### config.mk
export PLATFORM = sky130hd
export DESIGN_NAME = ysyx_22050710_sram_arbiter_flat
export DESIGN_NICKNAME = d
export VERILOG_FILES = /design/src/rtl/ysyx_22050710_sram_arbiter_pkg.sv /design/src/rtl/ysyx_22050710_sram_arbiter_if.sv /design/src/rtl/ysyx_22050710_arb_id_fifo.sv /design/src/rtl/ysyx_22050710_sram_arbiter.sv /design/src/flat_wrapper.sv
export SDC_FILE = /design/constraint.sdc
export NUM_CORES = 1
export LEC_CHECK = 0
export BUFFER_PORTS_ARGS = -buffer_cell sky130_fd_sc_hd__buf_2
export CORE_AREA = 2 2 203 205
export CTS_CLUSTER_SIZE = 20
export DETAILED_ROUTE_END_ITERATION = 16
export DIE_AREA = 0 0 205 207
export PLACE_DENSITY_LB_ADDON = 0.3
export SYNTH_ARGS = -nofsm -noshare
export SYNTH_HDL_FRONTEND = slang
export SYNTH_SLANG_ARGS = --single-unit
export TNS_END_PERCENT = 30
### constraint.sdc
create_clock -name i_clk -period 3.15 [get_ports i_clk]
set_input_delay 0.4725 -clock i_clk [delete_from_list [all_inputs] [get_ports i_clk]]
set_output_delay 0.4725 -clock i_clk [all_outputs]
set_load 0.05 [all_outputs]
### src/rtl/ysyx_22050710_sram_arbiter_pkg.sv
// Shared constants for the SRAM port arbiter: requester IDs and access size codes.
package ysyx_22050710_sram_arbiter_pkg;

    // Requester IDs held in the outstanding-transaction queue
    localparam logic ARB_ID_INST = 1'b0;
    localparam logic ARB_ID_DATA = 1'b1;

    // SRAM-like access size encodings
    localparam logic [2:0] SRAM_SIZE_B = 3'd0;
    localparam logic [2:0] SRAM_SIZE_H = 3'd1;
    localparam logic [2:0] SRAM_SIZE_W = 3'd2;
    localparam logic [2:0] SRAM_SIZE_D = 3'd3;

    // The requester that did not win; used to hand the round-robin turn over
    function automatic logic arb_other(input logic id);
        return ~id;
    endfunction

endpackage

### src/rtl/ysyx_22050710_sram_arbiter_if.sv
// SRAM-like request/response bus. The master issues commands and receives
// addr_ok/data_ok/rdata; the slave accepts commands and returns responses.
interface ysyx_22050710_sram_arbiter_if #(
    parameter int unsigned ADDR_WD      = 32,
    parameter int unsigned SRAM_DATA_WD = 64
);
    localparam int unsigned STRB_WD = SRAM_DATA_WD / 8;

    logic                    req;
    logic                    wr;
    logic [2:0]              size;
    logic [STRB_WD-1:0]      wstrb;
    logic [ADDR_WD-1:0]      addr;
    logic [SRAM_DATA_WD-1:0] wdata;
    logic                    addr_ok;
    logic                    data_ok;
    logic [SRAM_DATA_WD-1:0] rdata;

    modport master (
        output req, wr, size, wstrb, addr, wdata,
        input  addr_ok, data_ok, rdata
    );

    modport slave (
        input  req, wr, size, wstrb, addr, wdata,
        output addr_ok, data_ok, rdata
    );

endinterface

### src/rtl/ysyx_22050710_arb_id_fifo.sv
// In-order queue of 1-bit requester IDs for outstanding SRAM transactions.
// Push while full and pop while empty are dropped so the count never wraps.
module ysyx_22050710_arb_id_fifo #(
    parameter  int unsigned DEPTH = 2,
    localparam int unsigned PTR_W = $clog2(DEPTH),
    localparam int unsigned CNT_W = $clog2(DEPTH) + 1
) (
    input  logic i_clk,
    input  logic i_rst_n,
    input  logic i_push,
    input  logic i_push_id,
    input  logic i_pop,
    output logic o_head_id,
    output logic o_empty,
    output logic o_full
);

    logic [DEPTH-1:0] ids_q, ids_d;
    logic [PTR_W-1:0] wr_ptr_q, wr_ptr_d;
    logic [PTR_W-1:0] rd_ptr_q, rd_ptr_d;
    logic [CNT_W-1:0] count_q, count_d;
    logic             push_ok, pop_ok;

    assign o_empty   = (count_q == CNT_W'(0));
    assign o_full    = (count_q == CNT_W'(DEPTH));
    assign o_head_id = ids_q[rd_ptr_q];
    assign push_ok   = i_push && !o_full;
    assign pop_ok    = i_pop && !o_empty;

    // Next-state for storage, power-of-two wrapping pointers and occupancy
    always_comb begin
        ids_d    = ids_q;
        wr_ptr_d = wr_ptr_q;
        rd_ptr_d = rd_ptr_q;
        count_d  = count_q;
        if (push_ok) begin
            ids_d[wr_ptr_q] = i_push_id;
            wr_ptr_d        = wr_ptr_q + PTR_W'(1);
        end
        if (pop_ok) begin
            rd_ptr_d = rd_ptr_q + PTR_W'(1);
        end
        case ({push_ok, pop_ok})
            2'b10:   count_d = count_q + CNT_W'(1);
            2'b01:   count_d = count_q - CNT_W'(1);
            default: count_d = count_q;
        endcase
    end

    // Queue state registers; reset discards every outstanding entry
    always_ff @(posedge i_clk or negedge i_rst_n) begin
        if (!i_rst_n) begin
            ids_q    <= '0;
            wr_ptr_q <= '0;
            rd_ptr_q <= '0;
            count_q  <= '0;
        end else begin
            ids_q    <= ids_d;
            wr_ptr_q <= wr_ptr_d;
            rd_ptr_q <= rd_ptr_d;
            count_q  <= count_d;
        end
    end

endmodule

### src/rtl/ysyx_22050710_sram_arbiter.sv
// Shares one SRAM-like memory port between instruction fetch and the memory
// stage. Requests are granted combinationally; responses come back in order
// and are routed using the ID queue head.
// Build option: YSYX_22050710_ARB_RR_EN selects round-robin arbitration;
// otherwise the memory stage has fixed priority over fetch so the pipeline
// can always drain.
module ysyx_22050710_sram_arbiter
    import ysyx_22050710_sram_arbiter_pkg::*;
#(
    parameter int unsigned ADDR_WD      = 32,
    parameter int unsigned SRAM_DATA_WD = 64,
    parameter int unsigned OT_DEPTH     = 2
) (
    input  logic                          i_clk,
    input  logic                          i_rst_n,
    ysyx_22050710_sram_arbiter_if.slave   inst_if,
    ysyx_22050710_sram_arbiter_if.slave   data_if,
    ysyx_22050710_sram_arbiter_if.master  mem_if,
    output logic                          o_err
);

    localparam int unsigned STRB_WD = SRAM_DATA_WD / 8;

    logic                    fifo_full, fifo_empty, head_id;
    logic                    can_issue, any_req, fire, resp_valid;
    logic                    grant_id;
    logic                    err_q, err_d;
    logic                    cmd_wr;
    logic [2:0]              cmd_size;
    logic [STRB_WD-1:0]      cmd_wstrb;
    logic [ADDR_WD-1:0]      cmd_addr;
    logic [SRAM_DATA_WD-1:0] cmd_wdata;

    // A slot freed by this cycle's pop only becomes usable next cycle
    assign can_issue = !fifo_full;
    assign any_req   = inst_if.req || data_if.req;
    assign fire      = can_issue && any_req && mem_if.addr_ok;

`ifdef YSYX_22050710_ARB_RR_EN
    logic rr_q, rr_d;

    // Round-robin grant: contested cycles go to the requester whose turn it is
    always_comb begin
        grant_id = ARB_ID_INST;
        if (inst_if.req && data_if.req) begin
            grant_id = rr_q;
        end else if (data_if.req) begin
            grant_id = ARB_ID_DATA;
        end
        rr_d = fire ? arb_other(grant_id) : rr_q;
    end

    // Turn pointer; starts in favour of fetch
    always_ff @(posedge i_clk or negedge i_rst_n) begin
        if (!i_rst_n) begin
            rr_q <= ARB_ID_INST;
        end else begin
            rr_q <= rr_d;
        end
    end
`else
    // Fixed priority: the memory stage always beats fetch
    always_comb begin
        grant_id = ARB_ID_INST;
        if (data_if.req) begin
            grant_id = ARB_ID_DATA;
        end
    end
`endif

    // Command mux: the winner's fields drive the memory port
    always_comb begin
        cmd_wr    = inst_if.wr;
        cmd_size  = inst_if.size;
        cmd_wstrb = inst_if.wstrb;
        cmd_addr  = inst_if.addr;
        cmd_wdata = inst_if.wdata;
        if (grant_id == ARB_ID_DATA) begin
            cmd_wr    = data_if.wr;
            cmd_size  = data_if.size;
            cmd_wstrb = data_if.wstrb;
            cmd_addr  = data_if.addr;
            cmd_wdata = data_if.wdata;
        end
    end

    assign mem_if.req   = can_issue && any_req;
    assign mem_if.wr    = cmd_wr;
    assign mem_if.size  = cmd_size;
    assign mem_if.wstrb = cmd_wstrb;
    assign mem_if.addr  = cmd_addr;
    assign mem_if.wdata = cmd_wdata;

    assign inst_if.addr_ok = fire && (grant_id == ARB_ID_INST);
    assign data_if.addr_ok = fire && (grant_id == ARB_ID_DATA);

    // Response routing from the queue head; a response with nothing outstanding is dropped
    assign resp_valid      = mem_if.data_ok && !fifo_empty;
    assign inst_if.data_ok = resp_valid && (head_id == ARB_ID_INST);
    assign data_if.data_ok = resp_valid && (head_id == ARB_ID_DATA);
    assign inst_if.rdata   = mem_if.rdata;
    assign data_if.rdata   = mem_if.rdata;

    // Spurious-response flag stays set until reset
    assign err_d = err_q || (mem_if.data_ok && fifo_empty);

    // Error flag register
    always_ff @(posedge i_clk or negedge i_rst_n) begin
        if (!i_rst_n) begin
            err_q <= 1'b0;
        end else begin
            err_q <= err_d;
        end
    end

    assign o_err = err_q;

    ysyx_22050710_arb_id_fifo #(
        .DEPTH (OT_DEPTH)
    ) u_id_fifo (
        .i_clk     (i_clk),
        .i_rst_n   (i_rst_n),
        .i_push    (fire),
        .i_push_id (grant_id),
        .i_pop     (resp_valid),
        .o_head_id (head_id),
        .o_empty   (fifo_empty),
        .o_full    (fifo_full)
    );

endmodule

### src/flat_wrapper.sv
// flat-port wrapper written by rule: the top's interface ports become plain ports
module ysyx_22050710_sram_arbiter_flat import ysyx_22050710_sram_arbiter_pkg::*;
#(
    parameter int unsigned ADDR_WD      = 32,
    parameter int unsigned SRAM_DATA_WD = 64,
    parameter int unsigned OT_DEPTH     = 2
)
  (i_clk, i_rst_n, o_err, inst_if_req, inst_if_wr, inst_if_size, inst_if_wstrb, inst_if_addr, inst_if_wdata, inst_if_addr_ok, inst_if_data_ok, inst_if_rdata, data_if_req, data_if_wr, data_if_size, data_if_wstrb, data_if_addr, data_if_wdata, data_if_addr_ok, data_if_data_ok, data_if_rdata, mem_if_req, mem_if_wr, mem_if_size, mem_if_wstrb, mem_if_addr, mem_if_wdata, mem_if_addr_ok, mem_if_data_ok, mem_if_rdata);
  ysyx_22050710_sram_arbiter_if #(.ADDR_WD(ADDR_WD), .SRAM_DATA_WD(SRAM_DATA_WD)) inst_if_i ();
  ysyx_22050710_sram_arbiter_if #(.ADDR_WD(ADDR_WD), .SRAM_DATA_WD(SRAM_DATA_WD)) data_if_i ();
  ysyx_22050710_sram_arbiter_if #(.ADDR_WD(ADDR_WD), .SRAM_DATA_WD(SRAM_DATA_WD)) mem_if_i ();
  input  logic i_clk;
  input  logic i_rst_n;
  output logic o_err;
  input wire logic [$bits(inst_if_i.req)-1:0] inst_if_req;
  input wire logic [$bits(inst_if_i.wr)-1:0] inst_if_wr;
  input wire logic [$bits(inst_if_i.size)-1:0] inst_if_size;
  input wire logic [$bits(inst_if_i.wstrb)-1:0] inst_if_wstrb;
  input wire logic [$bits(inst_if_i.addr)-1:0] inst_if_addr;
  input wire logic [$bits(inst_if_i.wdata)-1:0] inst_if_wdata;
  output wire logic [$bits(inst_if_i.addr_ok)-1:0] inst_if_addr_ok;
  output wire logic [$bits(inst_if_i.data_ok)-1:0] inst_if_data_ok;
  output wire logic [$bits(inst_if_i.rdata)-1:0] inst_if_rdata;
  input wire logic [$bits(data_if_i.req)-1:0] data_if_req;
  input wire logic [$bits(data_if_i.wr)-1:0] data_if_wr;
  input wire logic [$bits(data_if_i.size)-1:0] data_if_size;
  input wire logic [$bits(data_if_i.wstrb)-1:0] data_if_wstrb;
  input wire logic [$bits(data_if_i.addr)-1:0] data_if_addr;
  input wire logic [$bits(data_if_i.wdata)-1:0] data_if_wdata;
  output wire logic [$bits(data_if_i.addr_ok)-1:0] data_if_addr_ok;
  output wire logic [$bits(data_if_i.data_ok)-1:0] data_if_data_ok;
  output wire logic [$bits(data_if_i.rdata)-1:0] data_if_rdata;
  output wire logic [$bits(mem_if_i.req)-1:0] mem_if_req;
  output wire logic [$bits(mem_if_i.wr)-1:0] mem_if_wr;
  output wire logic [$bits(mem_if_i.size)-1:0] mem_if_size;
  output wire logic [$bits(mem_if_i.wstrb)-1:0] mem_if_wstrb;
  output wire logic [$bits(mem_if_i.addr)-1:0] mem_if_addr;
  output wire logic [$bits(mem_if_i.wdata)-1:0] mem_if_wdata;
  input wire logic [$bits(mem_if_i.addr_ok)-1:0] mem_if_addr_ok;
  input wire logic [$bits(mem_if_i.data_ok)-1:0] mem_if_data_ok;
  input wire logic [$bits(mem_if_i.rdata)-1:0] mem_if_rdata;
  assign inst_if_i.req = inst_if_req;
  assign inst_if_i.wr = inst_if_wr;
  assign inst_if_i.size = inst_if_size;
  assign inst_if_i.wstrb = inst_if_wstrb;
  assign inst_if_i.addr = inst_if_addr;
  assign inst_if_i.wdata = inst_if_wdata;
  assign inst_if_addr_ok = inst_if_i.addr_ok;
  assign inst_if_data_ok = inst_if_i.data_ok;
  assign inst_if_rdata = inst_if_i.rdata;
  assign data_if_i.req = data_if_req;
  assign data_if_i.wr = data_if_wr;
  assign data_if_i.size = data_if_size;
  assign data_if_i.wstrb = data_if_wstrb;
  assign data_if_i.addr = data_if_addr;
  assign data_if_i.wdata = data_if_wdata;
  assign data_if_addr_ok = data_if_i.addr_ok;
  assign data_if_data_ok = data_if_i.data_ok;
  assign data_if_rdata = data_if_i.rdata;
  assign mem_if_req = mem_if_i.req;
  assign mem_if_wr = mem_if_i.wr;
  assign mem_if_size = mem_if_i.size;
  assign mem_if_wstrb = mem_if_i.wstrb;
  assign mem_if_addr = mem_if_i.addr;
  assign mem_if_wdata = mem_if_i.wdata;
  assign mem_if_i.addr_ok = mem_if_addr_ok;
  assign mem_if_i.data_ok = mem_if_data_ok;
  assign mem_if_i.rdata = mem_if_rdata;
  ysyx_22050710_sram_arbiter #(.ADDR_WD(ADDR_WD), .SRAM_DATA_WD(SRAM_DATA_WD), .OT_DEPTH(OT_DEPTH)) u_core (.i_clk(i_clk), .i_rst_n(i_rst_n), .inst_if(inst_if_i), .data_if(data_if_i), .mem_if(mem_if_i), .o_err(o_err));
endmodule
==> qor.json <==
{
  "yosysSeqAreaShare": 0.0676,
  "startpoint": "data_if_req",
  "core-area_um2": 40400,
  "fp.dieArea_um2": 42400,
  "io_pins": 528,
  "fmax_ghz": 0.437,
  "route.final.wire_length_um": 11000,
  "initial_utilization": 0.0642,
  "post-route-period-util": 0.727,
  "met3_length_um": 1680,
  "finalCriticalPeriod_ps": 2290,
  "vias_in_the_first_global_route": 2557,
  "cellPowerDensity_nw_per_um2": 351,
  "critical_path.max_fanout": 53,
  "die_w_um": 205,
  "drive_gt1_frac": 0.936,
  "worst-path-buf-inv": 3,
  "nets": 769,
  "pin_count_of_the_biggest_net_entering_global_routing": 61,
  "io_buffer_count": 335,
  "critical_path.startpoint_type": "input pin",
  "synth.most_common_cell": "buf_4",
  "top_layer": "met5",
  "routedLengthMet1_um": 3830,
  "cpMaxStageDelayCell": "buf_4",
  "synth.distinct_cells": 21,
  "path_clk_slew_ps": 40,
  "post-route-drc-count": 0,
  "slew_headroom": 0.520,
  "worstPathCellList": "buf_4, buf_4, mux2_2, buf_2",
  "synth.area.top_cells": "mux2_2 47%, buf_4 37%, dfrtp_1 6.8%, buf_2 1.9%, xnor2_1 1.4%",
  "routedWlPerCell_um": 10.9,
  "top_cell_family_by_delay_on_the_critical_path": "buffers and inverters",
  "antenna_left": 0,
  "crit_path_max_incr_delay_ps": 520,
  "worst_skew_pair.late_latency_ps": 230,
  "netlist.top_cell.by_area": "mux2_2",
  "antenna-diode-count": 0,
  "overflow": 0,
  "cts_buffers": 3,
  "postSynthNetCount": 568,
  "cts_htree_levels": 1,
  "timing_worst_slew_pin_value_ps": 720,
  "dr.pass1.iters": 4,
  "most_repeated_library_cell_on_the_critical_path": "buf_4",
  "synth_warnings": 0,
  "cts_hold_buf": 0,
  "met2_routed_length_um": 5190,
  "timing.setup.critical_path_class": "in2out",
  "place_congestion": 0.753,
  "drv.max_cap_violation_count": 0,
  "clock_sink_count": 7,
  "gr-usage-all-layers": 0.0449,
  "synthFlopType": "dfrtp_1",
  "finalMaxSlewViolations": 0,
  "worst_setup_path_end_kind": "primary output",
  "p_leak_nw": 1.95,
  "synthToLayoutAreaGrowth_pct": 55.2,
  "mappedNetlistArea_um2": 2590,
  "drt_first_iter_violations": 45,
  "number_of_synthesized_flops_with_an_enable_pin": 0,
  "drt-vias-per-instance": 2.66,
  "hold_path.class": "in2async",
  "synth_commonest_cells": "128 x buf_4, 109 x mux2_2, 10 x buf_2",
  "yosys_register_bits": 7,
  "critical_path_arrival_ps": 1820,
  "clock_skew_after_layout_ps": 0.683,
  "post_synth.cell_area_avg_um2": 9.22,
  "rows": 74,
  "yosysTopAreaCellShare": 0.474,
  "grt_setup_unrepaired": "false",
  "worstPathRequired_ps": 2680,
  "run_status": "finished, final reports clean",
  "clock_path_buffers": 2,
  "vdd_ir_drop_max_mv": 0.163,
  "post-cts-setup-buffer-count": 0,
  "cts_repair_resize_count": 0,
  "totalPowerFinal_w": 0.00141,
  "timing.final.setup_violations": 0,
  "dp_hpwl_um": 9800,
  "finalHoldViolCount": 0,
  "critical_path.reg2reg.startpoint": "u_core.u_id_fifo.count_q[1]",
  "tns_ps": 0,
  "antenna_violations_before_repair": 0,
  "die_boundary_height_um": 207,
  "tritoncts": "yes",
  "grt_first_pass_wirelength_um": 14500,
  "clock_tree.root_cell": "clkbuf_16",
  "vias": 2695,
  "synth_async_sr_flop_share": 1.00,
  "netlist_instances": 281
}
report_power, final:
group | internal, W | switching (W) | total [W] | leakage (nW)
Combinational | 0.000357 | 0.000665 | 0.00102 | 1.84
Clock | 0.000168 | 0.0000485 | 0.000217 | 0.0382
Sequential | 0.000133 | 0.0000406 | 0.000173 | 0.0790
metrics by stage:
stage | hold slack, ps | util | instance area [µm²] | instances | setup slack [ps]
2_1_floorplan | 177 | - | 2590 | 281 | 767
3_3_place_gp | 317 | 0.0976 | 3940 | 1009 | 832
3_5_place_dp | 315 | 0.0976 | 3940 | 1009 | 847
4_1_cts | 73.6 | 0.0996 | 4020 | 1013 | 843
5_1_grt | 77.6 | 0.0996 | 4020 | 1013 | 778
6_report | 70.1 | 0.0996 | 4020 | 1013 | 860
logic make-up (layout without fill, tap and decap cells):
logic type / after synthesis / in the layout / share of synthesized area
AOI/OAI and AO/OA: 2 / 2 / 0.00483
xor gates and xnor gates: 5 / 5 / 0.0169
adders and majority gates: 1 / 1 / 0.00483
buffers and inverters: 142 / 342 / 0.396
DFF: 7 / 7 / 0.0676
muxes: 111 / 111 / 0.482
and+or+nand+nor: 13 / 13 / 0.0275
layer usage:
layer	track usage	up-vias
li1	-	1222
met3	0.0205	29
met5	0.0104	-
met4	0.0144	2
met2	0.0803	286
met1	0.0454	1156
registers in the layout, indices dropped and copies added, names as in the netlist:
signal,count
u_core.u_id_fifo.wr_ptr_q,1
u_core.u_id_fifo.ids_q,2
u_core.u_id_fifo.rd_ptr_q,1
u_core.u_id_fifo.count_q,2
u_core.o_err,1
cells in the final DEF, fill, tap and decap left out, drive strengths merged:
cell type / instances
a21o: 1
nand2: 1
inv: 1
or4b: 1
buf: 337
o21ai: 1
nor3: 1
ha: 1
nor2b: 2
dfrtp: 7
mux2: 110
xor2: 1
clkbuf: 4
mux2i: 1
xnor2: 4
or3b: 1
nor2: 6
and3: 1
area by class of cell:
cell class,count,area (µm²)
Clock buffer,4,78.8
Fill cell,4731,36300
Inverter,1,3.75
Multi-Input combinational cell,132,1390
Sequential cell,7,175
Tap cell,532,666
Timing Repair Buffer,337,1710
final timing paths:
check | end | slack (ps) | depth (start not counted)
max | mem_if_wstrb[1] | 860 | 4
min | u_core.u_id_fifo.wr_ptr_q | 70 | 1
max reg2reg | u_core.u_id_fifo.count_q[1] | 1430 | 5
min reg2reg | u_core.o_err | 470 | 1
max in group asynchronous | u_core.u_id_fifo.rd_ptr_q | 2920 | 1
min in group i_clk | u_core.o_err | 460 | 2
No activity file was read; power rests on OpenSTA's default activity.
